## config.mk

```make
export PLATFORM = sky130hd
export DESIGN_NAME = tbre_mmreg_mc
export DESIGN_NICKNAME = d
export VERILOG_FILES = /design/src/rtl/tbre_mmreg_mc.sv
export SDC_FILE = /design/constraint.sdc
export NUM_CORES = 1
export LEC_CHECK = 0
export ABC_CLOCK_PERIOD_IN_PS = 4800
export CAP_MARGIN = 10
export CORE_ASPECT_RATIO = 0.8
export CORE_MARGIN = 5
export CORE_UTILIZATION = 58
export DETAILED_ROUTE_END_ITERATION = 8
export GPL_TIMING_DRIVEN = 0
export HOLD_SLACK_MARGIN = 0.05
export PLACE_DENSITY = 0.84
export SYNTH_ARGS = -nofsm -noshare
export SYNTH_HDL_FRONTEND = slang
export SYNTH_SLANG_ARGS = --single-unit
```

## constraint.sdc

```tcl
create_clock -name clk_i -period 4.8 [get_ports clk_i]
set_input_delay 0.96 -clock clk_i [delete_from_list [all_inputs] [get_ports clk_i]]
set_output_delay 0.96 -clock clk_i [all_outputs]
set_load 0.02 [all_outputs]
```

## src/rtl/tbre_mmreg_mc.sv

```systemverilog
// tbre_mmreg_mc: multi-channel MMIO control/status block for the TBRE.
// Each channel has START/END shadows, a launch FSM, an epoch counter and
// maskable done/err/ovf interrupts. Address [7:5] = channel, [4:2] = register.
// Optional feature macro: TBRE_MMREG_TIMEOUT_EN (WAITB timeout and TO_LIMIT).
module tbre_mmreg_mc #(
  parameter int unsigned NCH     = 2,
  parameter int unsigned EPOCH_W = 16,
  parameter int unsigned TO_W    = 12
) (
  input  logic              clk_i,
  input  logic              rstn_i,
  input  logic              reg_en_i,
  input  logic [31:0]       reg_addr_i,
  input  logic [31:0]       reg_wdata_i,
  input  logic              reg_we_i,
  output logic [31:0]       reg_rdata_o,
  output logic              reg_ready_o,
  input  logic [NCH-1:0]    tbre_busy_i,
  output logic [NCH*65-1:0] tbre_corein_o,
  output logic              tbre_intr_o
);

  typedef enum logic [1:0] {
    S_IDLE  = 2'd0,
    S_KICK  = 2'd1,
    S_WAITB = 2'd2,
    S_BUSY  = 2'd3
  } state_t;

  logic [2:0]     ch_idx;
  logic [2:0]     reg_idx;
  logic [31:0]    ch_rd [NCH];
  logic [NCH-1:0] ch_intr;
  logic [31:0]    rd_val;
  logic           unused_addr;

  assign ch_idx      = reg_addr_i[7:5];
  assign reg_idx     = reg_addr_i[4:2];
  assign unused_addr = ^{reg_addr_i[31:8], reg_addr_i[1:0]};
  assign reg_ready_o = 1'b1;

`ifndef TBRE_MMREG_TIMEOUT_EN
  localparam int unsigned unused_to_w = TO_W;
`endif

  for (genvar c = 0; c < NCH; c++) begin : g_ch
    state_t             state, state_nxt;
    logic               wr, req, load, epoch_inc;
    logic               pend, pend_nxt, busy_q;
    logic [31:0]        sh_start, sh_end, co_start, co_end, rd_ch;
    logic [EPOCH_W-1:0] epoch;
    logic [2:0]         intr_stat, intr_en, hw_set, w1c;
`ifdef TBRE_MMREG_TIMEOUT_EN
    logic [TO_W-1:0]    to_limit, to_cnt;
    logic               cnt_clr, cnt_inc;
`endif

    assign wr  = reg_en_i && reg_we_i && (ch_idx == 3'(c));
    assign req = wr && (reg_idx == 3'd2);
    assign w1c = (wr && (reg_idx == 3'd4)) ? reg_wdata_i[2:0] : 3'b000;

    // Launch FSM state register
    always_ff @(posedge clk_i or negedge rstn_i) begin
      if (!rstn_i) state <= S_IDLE;
      else         state <= state_nxt;
    end

    // Launch FSM next state, pending-launch bookkeeping and event flags
    always_comb begin
      state_nxt = state;
      pend_nxt  = pend;
      load      = 1'b0;
      epoch_inc = 1'b0;
      hw_set    = '0;
`ifdef TBRE_MMREG_TIMEOUT_EN
      cnt_clr   = 1'b0;
      cnt_inc   = 1'b0;
`endif
      case (state)
        S_IDLE: begin
          if (req || pend) begin
            state_nxt = S_KICK;
            load      = 1'b1;
            // a fresh request arriving while a queued one launches stays queued
            pend_nxt  = req && pend;
          end
        end
        S_KICK: begin
          state_nxt = S_WAITB;
`ifdef TBRE_MMREG_TIMEOUT_EN
          cnt_clr   = 1'b1;
`endif
        end
        S_WAITB: begin
          if (tbre_busy_i[c]) state_nxt = S_BUSY;
`ifdef TBRE_MMREG_TIMEOUT_EN
          else if (to_cnt == to_limit) begin
            hw_set[1] = 1'b1;
            state_nxt = S_IDLE;
          end
          else cnt_inc = 1'b1;
`endif
        end
        S_BUSY: begin
          if (busy_q && !tbre_busy_i[c]) begin
            epoch_inc = 1'b1;
            hw_set[0] = 1'b1;
            state_nxt = S_IDLE;
          end
        end
        default: state_nxt = S_IDLE;
      endcase
      if (req && (state != S_IDLE)) begin
        if (pend) hw_set[2] = 1'b1;
        else      pend_nxt  = 1'b1;
      end
    end

    // Channel registers, core-facing address latch, epoch and interrupt status
    always_ff @(posedge clk_i or negedge rstn_i) begin
      if (!rstn_i) begin
        sh_start  <= '0;
        sh_end    <= '0;
        co_start  <= '0;
        co_end    <= '0;
        pend      <= 1'b0;
        busy_q    <= 1'b0;
        epoch     <= '0;
        intr_stat <= '0;
        intr_en   <= '0;
`ifdef TBRE_MMREG_TIMEOUT_EN
        to_limit  <= '1;
        to_cnt    <= '0;
`endif
      end else begin
        pend      <= pend_nxt;
        busy_q    <= tbre_busy_i[c];
        intr_stat <= (intr_stat & ~w1c) | hw_set;
        if (load) begin
          co_start <= sh_start;
          co_end   <= sh_end;
        end
        if (epoch_inc) epoch <= epoch + EPOCH_W'(1);
        if (wr) begin
          case (reg_idx)
            3'd0: sh_start <= reg_wdata_i;
            3'd1: sh_end   <= reg_wdata_i;
            3'd5: intr_en  <= reg_wdata_i[2:0];
`ifdef TBRE_MMREG_TIMEOUT_EN
            3'd6: to_limit <= reg_wdata_i[TO_W-1:0];
`endif
            default: ;
          endcase
        end
`ifdef TBRE_MMREG_TIMEOUT_EN
        if (cnt_clr)      to_cnt <= '0;
        else if (cnt_inc) to_cnt <= to_cnt + TO_W'(1);
`endif
      end
    end

    // Per-channel read mux
    always_comb begin
      rd_ch = '0;
      case (reg_idx)
        3'd0: rd_ch = sh_start;
        3'd1: rd_ch = sh_end;
        3'd2: rd_ch = {16'h5501, 12'h000, pend, 1'b0, state};
        3'd3: rd_ch = {31'(epoch), tbre_busy_i[c]};
        3'd4: rd_ch = {29'd0, intr_stat};
        3'd5: rd_ch = {29'd0, intr_en};
`ifdef TBRE_MMREG_TIMEOUT_EN
        3'd6: rd_ch = 32'(to_limit);
`endif
        default: rd_ch = '0;
      endcase
    end

    assign ch_rd[c]                 = rd_ch;
    assign ch_intr[c]               = |(intr_stat & intr_en);
    assign tbre_corein_o[65*c +: 65] = {(state == S_KICK), co_end, co_start};
  end

  // Channel select for reads; channels >= NCH read as zero
  always_comb begin
    rd_val = '0;
    for (int unsigned i = 0; i < NCH; i++) begin
      if (ch_idx == 3'(i)) rd_val = ch_rd[i];
    end
  end

  // Registered read data, held between reads
  always_ff @(posedge clk_i or negedge rstn_i) begin
    if (!rstn_i)                    reg_rdata_o <= '0;
    else if (reg_en_i && !reg_we_i) reg_rdata_o <= rd_val;
  end

  assign tbre_intr_o = |ch_intr;

endmodule

```

* Yosys cells after proc, flatten, opt, wreduce, memory -nomap -nowiden *
Index checks and enable logic that the tools add are counted.

word-level totals
  register bits after elaboration = 340
  bits in latches = 0
  bits in writable memories = 0
  bits in read-only memories = 0
  bits of input ports = 70
  logic and storage cells = 117
  memories = 0

operators by class
  add/subtract/negate cells = 2
  multipliers = 0
  divide/modulo/power cells = 0
  magnitude comparators = 0
  equality and inequality tests = 18
  shift-type cells = 0
  muxes and demuxes = 34
  bitwise logic cells = 8
  reductions and logical operators = 34

operators by type and width
  cell                                                             number
  32-bit case mux with 6 select lines                              2
  32-bit 2-to-1 mux                                                2
  16-bit by 1-bit adder with 16-bit output, second input constant  2
  1-bit 2-to-1 mux                                                 20
  2-bit case mux with 4 select lines                               2
  1-bit logical AND                                                14
  3-bit AND                                                        4
  2-bit 2-to-1 mux                                                 6
  2-bit inequality test, second input constant                     6
  2-bit AND reduction                                              6
  2-bit == test, second input constant                             4
  3-bit by 1-bit == test with 1-bit output, second input constant  2
  3-bit by 2-bit == test with 1-bit output, second input constant  2
  3-bit == test, second input constant                             2
  3-bit zero test                                                  2
  3-bit 2-to-1 mux                                                 2
  3-bit NOT                                                        2
  3-bit OR                                                         2
  3-bit AND reduction                                              2
  6-bit OR reduction                                               1
  2-bit by 1-bit == test with 1-bit output, second input constant  2
  2-bit zero test                                                  2
  2-bit nonzero test                                               2
  1-bit zero test                                                  3
  1-bit logical OR                                                 2

* Logic depth before layout (Yosys ltp) *
Gate-level depths: netlist (run 1).

  depth after elaboration = 8
  mapped depth = 7

* Least setup slack after synthesis (run 1) *
Ideal clock, no wire load.

  path kind = input port to flip-flop
  start = input port reg_addr_i[4]
  end = register g_ch[1].sh_end[10]
  library setup time = 0.125 ns
  arrival = 2.501 ns
  data required time = 4.675 ns
  setup slack = 2.173 ns
  stages on the path = 7
  cells stage by stage = or2_1 > buf_2 > or4b_4 > nand2b_4 > buf_6 > buf_6 > mux2_4

on the way
  cells in the longest elaborated chain, start to end = 2

RTL lines
  element                                   RTL line  source
  from (decl)                               13        input logic [31:0] reg_addr_i,
  3-bit by 1-bit == test with 1-bit output  145       case (reg_idx)
  2-bit AND reduction (no source line)      n/a
  to (signal assigned)                      147       3'd1: sh_end <= reg_wdata_i;
  to (decl)                                 50        logic [31:0] sh_start, sh_end, co_start, co_end, rd_ch;

Every way passes these cells.
A chain may end at the register's enable or synchronous reset.

* Worst setup path after layout (run 1) *
  start = input port reg_addr_i[2]
  end = register g_ch[0].co_end[11]

on the way
  cells in the longest elaborated chain, start to end = 5

RTL lines
  element                                   RTL line  source
  3-bit by 2-bit == test with 1-bit output  59        assign req = wr && (reg_idx == 3'd2);
  1-bit logical AND                         59
  1-bit logical OR                          81        if (req || pend) begin
  1-bit 2-to-1 mux                          81
  1-bit 2-to-1 mux                          79        case (state)
  to (signal assigned)                      141       co_end <= sh_end;
  to (decl)                                 50

Every way passes these cells.

==> results of run 1 <==
==> cell type report <==
cell class                      instances  area, um2
Clock inverter                         12      198.9
Fill cell                            1659       6711
Inverter                               10      37.54
Tap cell                              324      405.4
Multi-Input combinational cell        633       5814
Buffer                                 62      359.1
Sequential cell                       340       8508
Clock buffer                           48      994.7
Timing Repair Buffer                  209       2150
==> registers in the layout, summed over array words and instances, names as in the netlist <==
register	cells
g_ch.intr_stat	6
g_ch.sh_end	64
g_ch.co_end	64
g_ch.busy_q	2
g_ch.co_start	64
g_ch.sh_start	64
g_ch.intr_en	6
g_ch.pend	2
reg_rdata_o	32
g_ch.state	4
g_ch.epoch	32
==> synthesized netlist by cell type (all sizes together) (3+ instances only) <==
cell type | instances | area, um2
a21oi | 5 | 25.02
a221oi | 16 | 140.1
a22o | 14 | 122.6
a22oi | 6 | 45.04
and3 | 7 | 43.79
buf | 40 | 276.5
clkbuf | 22 | 82.58
dfrtp | 340 | 8508
ha | 10 | 125.1
inv | 10 | 37.54
mux2 | 269 | 3142
mux2i | 58 | 580.6
nand2 | 27 | 101.4
nand2b | 7 | 51.30
nand3 | 17 | 85.08
nand4 | 5 | 31.28
nor2 | 57 | 216.5
nor2b | 3 | 18.77
nor3 | 9 | 60.06
o21ai | 7 | 42.54
o22ai | 16 | 100.1
o2bb2ai | 32 | 280.3
xnor2 | 23 | 201.4
xor2 | 7 | 61.31
==> critical path, delay by kind of cell <==
kind                   cells  cell delay (ns)
buffers and inverters      3             1.03
AO/OA/AOI/OAI              1             0.79
AND/OR/NAND/NOR            2             0.44
multiplexers               1             0.36
==> final timing paths <==
| kind | start | endpoint | slack [ns] | depth (start not counted) |
|---|---|---|---|---|
| hold reg to reg | g_ch[0].epoch[15]$_DFFE_PN0P_ | g_ch[0].epoch[15]$_DFFE_PN0P_ | 0.49 | 1 |
| max in group asynchronous | rstn_i | g_ch[1].busy_q$_DFF_PN0_ | 3.08 | 3 |
| min in group clk_i | g_ch[0].epoch[15]$_DFFE_PN0P_ | g_ch[0].epoch[15]$_DFFE_PN0P_ | 0.49 | 1 |
| setup reg to reg | g_ch[0].state[0]$_DFFE_PN0P_ | g_ch[0].epoch[15]$_DFFE_PN0P_ | 2.45 | 5 |
| setup / recovery | reg_addr_i[2] | g_ch[0].co_end[11]$_DFFE_PN0P_ | 1.59 | 7 |
| hold / removal | rstn_i | g_ch[0].co_end[17]$_DFFE_PN0P_ | 0.40 | 1 |
==> power breakdown <==
| group | internal, mW | switching (mW) |
|---|---|---|
| registers | 3.08 | 0.201 |
| clock network | 1.72 | 1.11 |
| logic | 0.475 | 0.493 |
==> metal layers <==
layer,up-vias,wire (um),global-route usage [%]
met5,-,0,0
met4,0,767,6.150
met3,66,3049,6.207
met2,399,18090,42.59
met1,5143,17450,39.70
li1,4303,-,-
==> cells in the final DEF, fill, tap and decap left out, types with 5 or more instances in the layout <==
master	Yosys	routed
nor2_1	56	56
o22ai_1	16	16
a21oi_1	5	5
a22o_1	14	14
buf_6	13	13
mux2i_1	58	58
clkbuf_1	22	28
o2bb2ai_1	32	32
buf_2	20	20
bufinv_16	0	5
clkbuf_16	0	35
nor3_1	6	6
clkdlybuf4s50_1	0	205
a22oi_1	6	6
and3_1	7	7
mux2_4	30	30
clkbuf_8	0	7
ha_1	10	10
nand4_1	5	5
dfrtp_1	340	340
xor2_1	7	7
nand3_1	17	17
mux2_1	13	13
nand2b_1	6	6
xnor2_1	23	23
o21ai_0	5	5
mux2_2	226	226
nand2_1	27	27
inv_1	10	10
a221oi_1	16	16
buf_1	6	6
==> kinds of logic after synthesis <==
group                    Yosys count
flip-flops                       340
buffers and inverters             72
AND/OR/NAND/NOR                  149
other                              1
adder cells (fa/ha/maj)           11
multiplexers                     329
XOR/XNOR                          30
AO/OA/AOI/OAI                    113
==> out/metrics.cfg, run 1 <==
[synth]
netlist_area_um2=14720
synth-simple-area-share_pct=5.083
muxShareOfSynthArea_pct=25.60
synth-seq-cells=340
avgSynthCellArea_um2=14.09
synth_top_family_by_area=multiplexers
synth_fp_nets=1125
ys_warn_count=0
netlist_instances=1045
synth_cell_types=61
yosys.area_share.xor_xnor_pct=1.785
async_flop_share_pct=100.0
ys_seq_area_share_pct=57.80
synthAdderAreaFrac_pct=0.9181
synth_compound_area_share_pct=6.095
ys.flop_type=dfrtp_1
synth_edf_count=0

[worst_setup_path]
cp_max_fo=10
cp_cell_sequence=clkdlybuf4s50_1 -> buf_2 -> nand3b_1 -> nor3_1 -> o21ai_2 -> buf_6 -> mux2_2
path_class=input pin to register
crit_required_ns=5.19
critPathCaptureType=register
crit_path_max_incr_delay_ns=0.79
slowest_stage=o21ai_2
cp.arrival_ns=3.59
cp-start-kind=input pin

[timing]
rsz0062_at_grt=no
hold_violations=0
slew-limit-headroom_pct=30.05
setup_viol=0
finalCriticalPeriod_ns=3.206
maxSlewViolCount=0
fin_hold_ws_ns=0.3951
fmax_ghz=0.3119
timing.final.crit_share_pct=66.79
setup_tns_ns=0
setup_ws_ns=1.594
tightest_slew_ns=1.049
finClkSkew_ns=0.01063

[clock_tree]
cts_tree=yes
clkTransAtPathRegs_ns=0.06
cts_resized=0
cts.sinks=340
cts-buffers-inserted=35
cts_buffer_depth=3
htree_levels=2
hold_buffers=0
cts_root_buf=clkbuf_16
clk_latency_ns=0.51
cts_setup_buffers=0

[route]
ant_nets=0
dr.pass1.iters=5
num_vias=9911
drc=0
finalWirelength_mm=39.36
wl_per_cell_um=24.03
viasPerCell=6.051
drt_iter0_drc=889

[job]
cap_viol_max_count=0

[grt]
grt_max_degree=103
grt_util_all_layers_pct=27.30
grt_pass1_vias=10530
gr-total-overflow=0
grt_pass1_wl_mm=61.61
antenna_found_initial=0

[run_status]
status=finished, final reports clean

[power_and_ir_drop]
power.leakage_nw=8.824
pwr_density_cell_nw_per_um2=383.6
peakVddDrop_v=0.0002610
total_power_mw=7.084

[die]
fp-row-count=52
io_pins=234
core-area_um2=25180
dieHeight_um=152.5
initial_utilization_pct=58.46
die_x_um=188.1
design.die.area_um2=28680

[cells_and_area]
stdcell_count=1638
fin_area_um2=18470
diodes=0
syn_to_final_growth_pct=25.47
fin_util_pct=73.35
drive_gt1_share_pct=27.40
layout.nets=1371

[placement]
globalplace.congestion=0.9050
dpl.hpwl_mm=27.50
dp.cells=1578
place_area_um2=17270
dp_slack_ns=1.102
io_buffers=206

[hold_path]
min_path_type=input pin to asynchronous set/reset pin

Note: power is estimated with default switching activity, not from simulation.
==> run 2: changes to the inputs <==
==> config.mk (replaced) <==
export PLATFORM = sky130hd
export DESIGN_NAME = tbre_mmreg_mc
export DESIGN_NICKNAME = d
export VERILOG_FILES = /design/src/rtl/tbre_mmreg_mc.sv
export SDC_FILE = /design/constraint.sdc
export NUM_CORES = 1
export LEC_CHECK = 0
export ABC_CLOCK_PERIOD_IN_PS = 2700
export CAP_MARGIN = 10
export CORE_ASPECT_RATIO = 0.8
export CORE_MARGIN = 5
export CORE_UTILIZATION = 49
export DETAILED_ROUTE_END_ITERATION = 8
export GPL_TIMING_DRIVEN = 0
export HOLD_SLACK_MARGIN = 0.05
export PLACE_DENSITY = 0.76
export SYNTH_ARGS = -nofsm -noshare
export SYNTH_HDL_FRONTEND = slang
export SYNTH_SLANG_ARGS = --single-unit
==> constraint.sdc (replaced) <==
create_clock -name clk_i -period 2.7 [get_ports clk_i]
set_input_delay 0.54 -clock clk_i [delete_from_list [all_inputs] [get_ports clk_i]]
set_output_delay 0.54 -clock clk_i [all_outputs]
set_load 0.02 [all_outputs]
==> run 2 against run 1 <==
  * Critical endpoint is now g_ch[0].sh_start[11]$_DFFE_PN0P_
  * Highest routed layer unchanged
  * Setup slack got worse by 1.5 ns
  * Sequential power up 77%
  * Wire length about the same
  * Power up 73%
  * Count of clock-buffer cells in the layout up 3
==> out/metrics.cfg, run 2 (synthesis results as in run 1) <==
[cells_and_area]
drive_gt1_share_pct=27.66  ; was 27.40%
layout.nets=1376  ; was 1,371
layout_commonest_cell=dfrtp_1  ; unchanged
diodes=0  ; unchanged
layout_common_cells=340 x dfrtp_1, 226 x mux2_2, 205 x clkdlybuf4s50_1  ; unchanged
syn_to_final_growth_pct=26.14  ; was 25.47%
fin_area_um2=18570  ; was 18,470 um2
fillCellCount=2264  ; was 1,659

[timing]
timing.final.crit_share_pct=96.76
finClkSkew_ns=0.01261  ; was 0.01063 ns
finalCriticalPeriod_ns=2.612
tightest_slew_ns=0.9677  ; was 1.049 ns
setup_tns_ns=0  ; unchanged
setup_viol=0  ; unchanged
rsz0062_at_grt=no  ; unchanged
fmax_ghz=0.3828
maxSlewViolCount=0  ; unchanged
slew-limit-headroom_pct=34.89  ; was 30.05%
fin_hold_ws_ns=0.4841  ; was 0.3951 ns
hold_violations=0  ; unchanged

[job]
cap_viol_max_count=0  ; unchanged

[hold_path]
min_path_type=register to register  ; was input pin to asynchronous set/reset pin

[route]
num_vias=9679  ; was 9,911
drc=0  ; unchanged
drt_iter0_drc=562  ; was 889
wl_per_cell_um=22.85  ; was 24.03 um
dr.pass1.iters=6  ; was 5
ant_nets=0  ; unchanged
finalWirelength_mm=39.34  ; was 39.36 mm
viasPerCell=5.621  ; was 6.051

[clock_tree]
cts-buffers-inserted=34  ; was 35
clkTransAtPathRegs_ns=0.06  ; about the same
cts_root_buf=clkbuf_16  ; unchanged
cts_tree=yes  ; unchanged
cts.sinks=340  ; unchanged
htree_levels=2  ; unchanged
clk_latency_ns=0.51  ; about the same
cts_buffer_depth=3  ; unchanged

[worst_setup_path]
crit_required_ns=3.09  ; was 5.19 ns
cp-start-kind=input pin  ; unchanged
cp.arrival_ns=3.00  ; was 3.59 ns
critPathCaptureType=register  ; unchanged
cp_max_fo=10  ; unchanged
path_class=input pin to register  ; unchanged

[grt]
gr-total-overflow=0  ; unchanged
grt_max_degree=106  ; was 103
grt_pass1_vias=10190  ; was 10.53k
grt_pass1_wl_mm=60.55  ; was 61.61 mm
grt_util_all_layers_pct=23.24  ; was 27.30%
antenna_found_initial=0  ; unchanged

[die]
die_x_um=203.8  ; was 188.1 um
dieHeight_um=165.0  ; was 152.5 um
io_pins=234  ; unchanged
fp-row-count=56  ; was 52
core-area_um2=29500  ; was 25,180 um2
design.die.area_um2=33630  ; was 28,680 um2
initial_utilization_pct=49.90  ; was 58.46%

[power_and_ir_drop]
power.leakage_nw=8.839  ; was 8.824 nW
peakVddDrop_v=0.0004764  ; was 0.0002610 V
pwr_density_cell_nw_per_um2=659.3  ; was 383.6 nW/um2

[placement]
dpl.hpwl_mm=27.55  ; was 27.50 mm
io_buffers=206  ; unchanged
place_area_um2=17380  ; was 17,270 um2
globalplace.congestion=0.8755  ; was 0.9050

[run_status]
status=finished, final reports clean  ; unchanged

-- run 2: cell count changes in the layout (fill, tap and decap cells not counted), moves of 2 or more --
cell	previous run	this run
clkinv_4	2	0
o21ai_4	0	2
bufinv_16	5	2
buf_4	1	4
buf_12	0	2
buf_1	6	3
clkbuf_2	0	5
o21ai_2	2	0
-- run 2: report_power, final --
group          switching (mW)  total [mW]  internal [mW]
Clock                    1.94        4.69           2.76
Combinational           0.884        1.73          0.850
Sequential              0.336        5.81           5.48
-- run 2: path summary, 6_finish.rpt --
path	start	to	slack, ns	depth (start not counted)
min	g_ch[0].epoch[15]$_DFFE_PN0P_	g_ch[0].epoch[15]$_DFFE_PN0P_	0.48	1
min reg2reg	g_ch[0].epoch[15]$_DFFE_PN0P_	g_ch[0].epoch[15]$_DFFE_PN0P_	0.48	1
max	reg_addr_i[2]	g_ch[0].sh_start[11]$_DFFE_PN0P_	0.09	6
min in group asynchronous	rstn_i	g_ch[0].state[0]$_DFFE_PN0P_	0.58	2
max in group asynchronous	rstn_i	g_ch[0].co_end[20]$_DFFE_PN0P_	0.82	4
max reg2reg	g_ch[0].state[0]$_DFFE_PN0P_	g_ch[0].epoch[15]$_DFFE_PN0P_	0.29	5
-- run 2: layout make-up --
class	count	area (um2)	area share, %
flip-flops and latches	340	8508	45.83
inverters	10	37.54	0.2022
plain buffers	62	367.9	1.981
clock buffers	51	1006	5.418
repair buffers	215	2222	11.97
clock inverters	5	78.83	0.4246
well taps	406	508.0	2.736
multi-input cells	633	5838	31.44
-- run 2: metrics by stage --
step	setup WS [ns]	util [%]	std cells	total power, mW
2_1_floorplan	0.4934	-	1045	6.803
3_3_place_gp	-13.66	58.61	1657	7.552
3_5_place_dp	-0.6498	58.91	1660	7.617
4_1_cts	0.01006	62.67	1717	12.34
5_1_grt	0.01720	62.94	1722	12.72
6_report	0.08760	62.94	1722	12.24
-- run 2: repair_timing --
| item | in CTS | in global routing |
|---|---|---|
| endpoints found under the hold margin | 75 | 0 |
| pin swaps | 0 | 2 |
| gates resized for setup | 3 | 10 |
| buffers inserted | 0 | 5 |
| endpoints found under the setup margin | 82 | 46 |
| cloned | 0 | 0 |
| hold buffers | 1 | 0 |
-- run 2: worst max-delay path: stages --
cell and delay [ns]:
clkdlybuf4s50_1 0.41, buf_2 0.20, nand3b_1 0.39, nor3_2 0.62
buf_2 0.45, mux2_2 0.38
-- run 2: layer usage --
metal | share of wire, % | track usage [%] | up-vias | wire length (um)
met5 | 0 | 0 | - | 0
met4 | 2.4 | 6.558 | 0 | 946
met3 | 6.4 | 4.810 | 69 | 2521
met2 | 45 | 35.56 | 317 | 17570
met1 | 47 | 33.95 | 4971 | 18300
li1 | - | - | 4322 | -
==> patch (settings of run 2) <==
The parameter `EPOCH_W` goes from 16 to 18.
--- a/src/rtl/tbre_mmreg_mc.sv
+++ b/src/rtl/tbre_mmreg_mc.sv
@@ -6,3 +6,3 @@
   parameter int unsigned NCH     = 2,
-  parameter int unsigned EPOCH_W = 16,
+  parameter int unsigned EPOCH_W = 18,
   parameter int unsigned TO_W    = 12
Check against the original RTL: same outputs for any inputs over 4 cycles, from zero or initial values and one cycle with rstn_i low; that may be too few to reach the edited logic, so the function may still have changed.
==> patch against run 2 <==
Clock power is 1% higher; design area is 0.15% lower; sequential cell count is 4 higher; core utilization is 0.24 points lower; register-to-register slack better by 0.04 ns; area after synthesis is 0.57% higher; power is 0.65% lower; sequential power is 0.7% higher; clock skew is 0.013 ns higher; non-clock buffer count is 9 lower; combinational power is 9% lower; wire length is 5.4% higher; worst setup slack better by 0.025 ns; critical path type unchanged.
==> patch: results (changes against run 2) <==
HP Class=in2async; Final Wtd Congestion=0.9192 (+5.0%); synth top area cells=dfrtp_1, mux2_1, mux2_2; Crit Reg-Reg Startpoint=g_ch[1].state[1]; antenna violations before repair=3 (+3); Post-synth top cells=dfrtp_1, mux2_1, mux2_2; Inserted Clock Buffers=35 (+2.9%); Lkg Pwr=8.784 nW (-0.63%); Tot GR Track Use=0.2467 (+0.01432); Yosys cell types=56 (-8.2%); Max Clock Skew=0.02597 ns (+0.01337 ns); Final #Nets=1395 (+1.4%); Seq/Total Area, Yosys=0.5815 (+0.003488); Iteration-0 DRC Markers=675 (+20%); share of cells above drive strength 1=0.1735 (-0.1031); first-pass GRT wire length=63.61 mm (+5.0%); Via-to-Cell Ratio=5.731 (+2.0%); Clock Pin Slew Worst Setup and Hold Paths=0.06 ns (about the same); relative slew slack=0.3896 (+0.04068); placed cell area=0.01741 mm² (+0.21%); Cells after Synth=1072 (+2.6%); Port Buf Inserts=204 (-0.97%); crit path max-delay cell type=clkdlybuf4s50_1; routed wire length=41.45 mm (+5.4%); status=complete, no violations; worst skew pair latency=0.53 ns (+0.02 ns); Non-Filler Instances=1744 (+1.3%); Max stage delay on crit path=0.51 ns (-0.11 ns); top cell family by delay on the critical path=simple AND/OR/NAND/NOR gates; Peak VDD IR=0.5915 mV (+24%)
## patch: area by class of cell
cell class / count / area [µm²] / share of cell area
repair buffers: 206 / 2102 / 0.1134
multi-input cells: 649 / 5808 / 0.3133
clock buffers: 52 / 1041 / 0.05615
well taps: 406 / 508.0 / 0.02740
clock inverters: 7 / 75.07 / 0.004049
flip-flops and latches: 344 / 8608 / 0.4643
diodes: 1 / 2.502 / 0.0001350
plain buffers: 62 / 330.3 / 0.01782
inverters: 17 / 63.81 / 0.003442
## patch: worst paths after layout
| kind | endpoint | slack, ns | cells after the start |
|---|---|---|---|
| worst max-delay path | g_ch[0].sh_start[30] | 0.11 | 6 |
| worst min-delay path | g_ch[1].co_start[6] | 0.04 | 1 |
| min in group clk_i | g_ch[1].epoch[17] | 0.48 | 1 |
| max in group asynchronous | g_ch[0].co_start[29] | 1.50 | 2 |
| worst max register to register | g_ch[1].epoch[12] | 0.33 | 5 |
| worst min register to register | g_ch[1].epoch[17] | 0.48 | 1 |
## patch: per-layer routing
metal | up-vias | wire (µm) | GRT usage
met2 | 347 | 18580 | 0.3727
li1 | 4391 | - | -
met5 | - | 13 | 0
met3 | 56 | 3091 | 0.06501
met4 | 2 | 872 | 0.06667
met1 | 5198 | 18890 | 0.3574
## patch: kinds of logic (layout without fill, tap and decap cells)
group | count (synthesis) | in the layout | synth area share
AND/OR/NAND/NOR | 148 | 148 | 0.05350
XOR/XNOR | 34 | 34 | 0.02012
other | 1 | 2 | 0.0002533
AO/OA/AOI/OAI | 130 | 130 | 0.06424
buffers and inverters | 79 | 344 | 0.02629
multiplexers | 326 | 326 | 0.2456
adder cells (fa/ha/maj) | 10 | 10 | 0.008452
flip-flops | 344 | 344 | 0.5815
## patch: where the power goes
part	switching (mW)	total, mW	internal (mW)
clock	1.98	4.75	2.76
combinational	0.836	1.57	0.732
sequential	0.326	5.85	5.52
total	3.15	12.2	9.02
## patch: what timing repair did
| item | CTS | global route |
|---|---|---|
| gates cloned | 0 | 0 |
| resized for setup | 1 | 2 |
| setup endpoints to repair | 10 | 17 |
## patch: stage by stage
| step | TNS (ns) | util | setup WS, ns |
|---|---|---|---|
| 2_1_floorplan | 0 | - | 0.6693 |
| 3_3_place_gp | -4799.22 | 0.5869 | -13.83 |
| 3_5_place_dp | -68.24 | 0.5889 | -0.5860 |
| 4_1_cts | 0 | 0.6267 | 0.09808 |
| 5_1_grt | 0 | 0.6270 | 0.02314 |
| 6_report | 0 | 0.6270 | 0.1129 |
## patch: worst register-to-register path: cells and delay by family (launching register included)
| family | cells | cell delay [ns] |
|---|---|---|
| AND/OR/NAND/NOR | 3 | 1.42 |
| XOR/XNOR | 1 | 0.18 |
| flip-flops | 1 | 0.42 |
| adder cells (fa/ha/maj) | 1 | 0.24 |
